--- config.mk ---
export PLATFORM = sky130hd
export DESIGN_NAME = adder_seq_ctrl
export DESIGN_NICKNAME = d
export VERILOG_FILES = /design/src/rtl/adder_seq_ctrl_pkg.sv /design/src/rtl/adder_seq_ctrl_adder_share_unit.sv /design/src/rtl/adder_seq_ctrl.sv
export SDC_FILE = /design/constraint.sdc
export NUM_CORES = 1
export LEC_CHECK = 0
export ABC_AREA = 1
export CAP_MARGIN = 20
export CORE_UTILIZATION = 45
export CTS_CLUSTER_DIAMETER = 100
export DETAILED_ROUTE_END_ITERATION = 10
export PLACE_DENSITY = 0.73
export SYNTH_ARGS = -nofsm -noshare
export SYNTH_HDL_FRONTEND = slang
export SYNTH_SLANG_ARGS = --single-unit
--- constraint.sdc ---
create_clock -name clk -period 3.73 [get_ports clk]
set_input_delay 0.5595 -clock clk [delete_from_list [all_inputs] [get_ports clk]]
set_output_delay 0.5595 -clock clk [all_outputs]
set_load 0.05 [all_outputs]
--- src/rtl/adder_seq_ctrl_pkg.sv ---
// Shared types and default sizing for the sequential N-operand reduction adder.
package adder_seq_ctrl_pkg;

  typedef enum logic [1:0] {
    IDLE  = 2'd0,
    ACCUM = 2'd1,
    DONE  = 2'd2
  } state_t;

  localparam int DEF_ADDER_WIDTH = 7;
  localparam int DEF_LEVELS      = 3;

endpackage

--- src/rtl/adder_seq_ctrl_adder_share_unit.sv ---
// Shared two-input adder, a+b with one extra carry bit.
// Purely combinational, zero latency; there is no handshake to stall.
module adder_share_unit #(
  parameter int WIDTH = 8
) (
  input  logic [WIDTH-1:0] a,
  input  logic [WIDTH-1:0] b,
  output logic [WIDTH:0]   sum
);

  assign sum = {1'b0, a} + {1'b0, b};

endmodule

--- src/rtl/adder_seq_ctrl.sv ---
// Sums 2**LEVELS operands serially through one shared adder.
// Result is valid the cycle after the last accept; in_ready drops while the result waits on out_ready.
module adder_seq_ctrl
  import adder_seq_ctrl_pkg::*;
#(
  parameter int ADDER_WIDTH = DEF_ADDER_WIDTH,
  parameter int LEVELS      = DEF_LEVELS
) (
  input  logic                          clk,
  input  logic                          rst_n,
  input  logic                          in_valid,
  output logic                          in_ready,
  input  logic [ADDER_WIDTH-1:0]        in_data,
  input  logic                          abort,
  output logic                          out_valid,
  input  logic                          out_ready,
  output logic [ADDER_WIDTH+LEVELS-1:0] out_sum,
  output logic                          busy,
  output logic [LEVELS:0]               op_count
);

  localparam int SUM_W = ADDER_WIDTH + LEVELS;
  localparam int CNT_W = LEVELS + 1;
  localparam logic [CNT_W-1:0] N_OPS = CNT_W'(1 << LEVELS);

  state_t           state, state_nxt;
  logic [SUM_W-1:0] acc, acc_nxt;
  logic [CNT_W-1:0] cnt, cnt_nxt, cnt_inc;
  logic [SUM_W:0]   add_sum;
  logic             accept;

  // acc is zero in IDLE, so the same adder path also loads the first operand.
  adder_share_unit #(
    .WIDTH (SUM_W)
  ) u_add (
    .a   (acc),
    .b   ({{LEVELS{1'b0}}, in_data}),
    .sum (add_sum)
  );

  always_comb begin
    state_nxt = state;
    acc_nxt   = acc;
    cnt_nxt   = cnt;
    in_ready  = (state != DONE);
    accept    = in_valid && in_ready;
    cnt_inc   = cnt + CNT_W'(1);

    unique case (state)
      IDLE, ACCUM: begin
        if (accept) begin
          // The carry cannot set for legal sizing; saturating just keeps it observed.
          acc_nxt   = add_sum[SUM_W] ? '1 : add_sum[SUM_W-1:0];
          cnt_nxt   = cnt_inc;
          state_nxt = (cnt_inc == N_OPS) ? DONE : ACCUM;
        end
      end
      DONE: begin
        if (out_ready) begin
          state_nxt = IDLE;
          acc_nxt   = '0;
          cnt_nxt   = '0;
        end
      end
      default: begin
        state_nxt = IDLE;
        acc_nxt   = '0;
        cnt_nxt   = '0;
      end
    endcase

    // Abort wins over any accept or result handshake on the same edge.
    if (abort) begin
      state_nxt = IDLE;
      acc_nxt   = '0;
      cnt_nxt   = '0;
    end
  end

  always_ff @(posedge clk or negedge rst_n) begin
    if (!rst_n) begin
      state <= IDLE;
      acc   <= '0;
      cnt   <= '0;
    end else begin
      state <= state_nxt;
      acc   <= acc_nxt;
      cnt   <= cnt_nxt;
    end
  end

  assign out_valid = (state == DONE);
  assign out_sum   = out_valid ? acc : '0;
  assign busy      = (state != IDLE);
  assign op_count  = cnt;

endmodule

==> metrics.md <==
| Metric | Value |
|---|---|
| Critical path class | `register to output pin` |
| Setup repair bufs after CTS | `0` |
| Syn_area_per_cell | `7.147 sq um` |
| Async SR Flop Fraction | `1.000` |
| Initial antenna violation count | `0` |
| DIE WIDTH | `55.02 microns` |
| Crit path max fanout | `11` |
| Netlist cell types | `29` |
| Cell Rows | `18` |
| Worst skew pair latency | `290 ps` |
| P_leak | `0.8412 nW` |
| Initial DRC Count | `16` |
| Post-synth top area share | `0.3165` |
| Drt pass-1 iters | `4` |
| Root Buffer | `clkbuf_4` |
| Starting Density | `0.4927` |
| Largest net degree at the start of global routing | `17` |
| TritonCTS clock tree | `done` |
| Max-slew headroom | `0.5079` |
| DR vias | `1186` |
| Post-route insts no fill | `236` |
| Fin nets | `228` |
| Die ar. | `3027 sq um` |
| I/O pin count | `29` |
| Clock sink count | `16` |
| Layout cells sized above 1 | `0.1262` |
| GRT Total Usage | `0.2180` |
| Antenna viol nets, final | `0` |
| Setup_tns | `0 ps` |
| RSZ-0062 raised after global routing | `no` |
| Max Cap Violations | `0` |
| Syn Inst Count | `177` |
| Cts repair resizes | `0` |
| Core outline area | `2567 sq um` |
| Clk slew on worst S/H paths | `100 ps` |
| Nature of the critical path startpoint | `register` |
| Total gr overflow | `0` |
| Placed cells | `232` |
| Post-Syn Nets | `198` |
| Hold Buf Count CTS | `0` |
| Vias in the first global route | `1118` |
| Required time worst endpoint | `3170 ps` |
| Ant diodes | `0` |
| Vias/cell | `5.025` |
| Max clock buf depth | `2` |
| Setup Viol. Count Final | `0` |
| Die Span Y | `55.02 microns` |
| DRC | `0` |
| Minimum clock period | `2575 ps` |
| Final Hold Fails | `0` |
| Achievable Freq | `388.4 MHz` |
| Hold Crit Class | `register to register` |
| Post-synthesis register bit count | `16` |
| Outcome | `completed` |
| Number of I/O port buffers | `28` |
| Final core area utilization | `0.6218` |
| Routed length per instance | `11.81 microns` |
| Gpl congestion | `0.8132` |
| Synth top area cells | `dfrtp_1 32%, nand2_1 16%, inv_1 8.3%, ha_1 7.9%, nor2_1 4.7%` |
| Area Overhead vs Synth | `26.21%` |
| Crit. Startpoint | `state[1]$_DFFE_PN0P_` |
| Inserted Clock Buffers | `3` |
| Number of synthesized flops with an enable pin | `0` |
| Synthesized area | `1265 sq um` |
| Reg-to-Reg Start | `acc[0]$_DFFE_PN0P_` |
| Crit. End Element | `output pin` |
| Post-synth top flop | `dfrtp_1` |
| Cell taking the most area after synthesis | `dfrtp_1` |
| Max Slew Vio Count | `0` |
| Ys Warns | `0` |
| Global-route wire length before repair | `4629 microns` |
| WL final | `2787 microns` |
| Actual slew at the worst max-slew pin | `735.9 ps` |
| Clock skew | `8.406 ps` |
| Max VDD drop | `257.5 uV` |
| WHS | `544.1 ps` |
| Register area share after synthesis | `0.3165` |
| Hold_sp | `acc[0]$_DFFE_PN0P_` |
| H-Tree Depth | `1` |
| Critical path data arrival time | `2020 ps` |
| Synth top cells by count | `53 x nand2_1, 28 x inv_1, 16 x dfrtp_1, 16 x nor2_1, 9 x nand3_1` |
| Final period util | `0.6903` |
| Post-DP HPWL | `2195 microns` |
| Pwr/cell area | `411.0 nW/um^2` |
| Most common cell in the netlist | `nand2_1` |
==> flip-flops by register name (all words and copies together) (netlist names) <==
register and cells:
acc 10, op_count 4, state 2
==> cells by family (layout without fill, tap and decap cells) <==
| family | count (synthesis) | count (layout) | share of synthesized area |
|---|---|---|---|
| AO/OA/AOI/OAI | 23 | 23 | 0.1276 |
| buffers and inverters | 35 | 64 | 0.1157 |
| adder cells (fa/ha/maj) | 9 | 9 | 0.09496 |
| AND/OR/NAND/NOR | 90 | 90 | 0.3175 |
| flip-flops | 16 | 16 | 0.3165 |
| XOR/XNOR | 4 | 4 | 0.02769 |
==> path summary, 6_finish.rpt <==
path | endpoint | slack, ps | cells after the start
setup reg to reg | acc[6]$_DFFE_PN0P_ | 1850 | 10
hold reg to reg | acc[0]$_DFFE_PN0P_ | 540 | 2
hold / removal | acc[0]$_DFFE_PN0P_ | 540 | 2
min in group asynchronous | op_count[2]$_DFFE_PN0P_ | 700 | 1
max in group asynchronous | acc[6]$_DFFE_PN0P_ | 2560 | 1
setup / recovery | out_sum[9] | 1160 | 5
==> placed cells by master (no fill, tap or decap), types with 2 or more instances in the layout <==
cell type | synthesis | layout
nand3_2 | 3 | 3
xor2_1 | 4 | 4
o21ai_0 | 3 | 3
inv_1 | 28 | 28
nand3_1 | 9 | 9
o21ai_1 | 3 | 3
clkdlybuf4s50_1 | 0 | 28
nand2_1 | 53 | 53
clkbuf_4 | 0 | 3
a21oi_1 | 7 | 7
inv_2 | 2 | 2
o21ai_2 | 6 | 6
nand2_2 | 3 | 3
nor2_1 | 16 | 16
ha_1 | 8 | 8
dfrtp_1 | 16 | 16
nand2_4 | 2 | 2
==> metrics by stage <==
step	total power, mW	setup slack (ps)	instance area, sq um
5_1_grt	0.7169	1022	1597
4_1_cts	0.6613	1122	1597
3_3_place_gp	0.5363	1291	1560
2_1_floorplan	0.4681	1030	1265
3_5_place_dp	0.5422	1252	1560
6_report	0.6562	1155	1597
==> metal layers <==
layer | global-route usage | part of all wire | vias up
met1 | 0.2606 | 0.45 | 558
met4 | 0.07083 | 0.0075 | 0
li1 | - | - | 605
met2 | 0.3916 | 0.51 | 19
met3 | 0.03825 | 0.030 | 4
met5 | 0 | 0 | -
==> power by group <==
part           internal, mW  switching [mW]
sequential            0.203          0.0301
combinational         0.116           0.191
clock                0.0594          0.0563
==> critical path, cell delays in order (launching register included) <==
cell and delay (ps):
dfrtp_1 390, inv_2 50, nor2_2 120, inv_1 200, nor2_1 160, clkdlybuf4s50_1 820
==> layout make-up <==
| class | count | area, sq um |
|---|---|---|
| Sequential cell | 16 | 400.4 |
| Timing Repair Buffer | 28 | 280.3 |
| Clock buffer | 4 | 36.28 |
| Multi-Input combinational cell | 126 | 718.2 |
| Inverter | 32 | 123.9 |
| Fill cell | 270 | 970.9 |
| Tap cell | 30 | 37.54 |
Note: power is estimated with default switching activity, not from simulation.
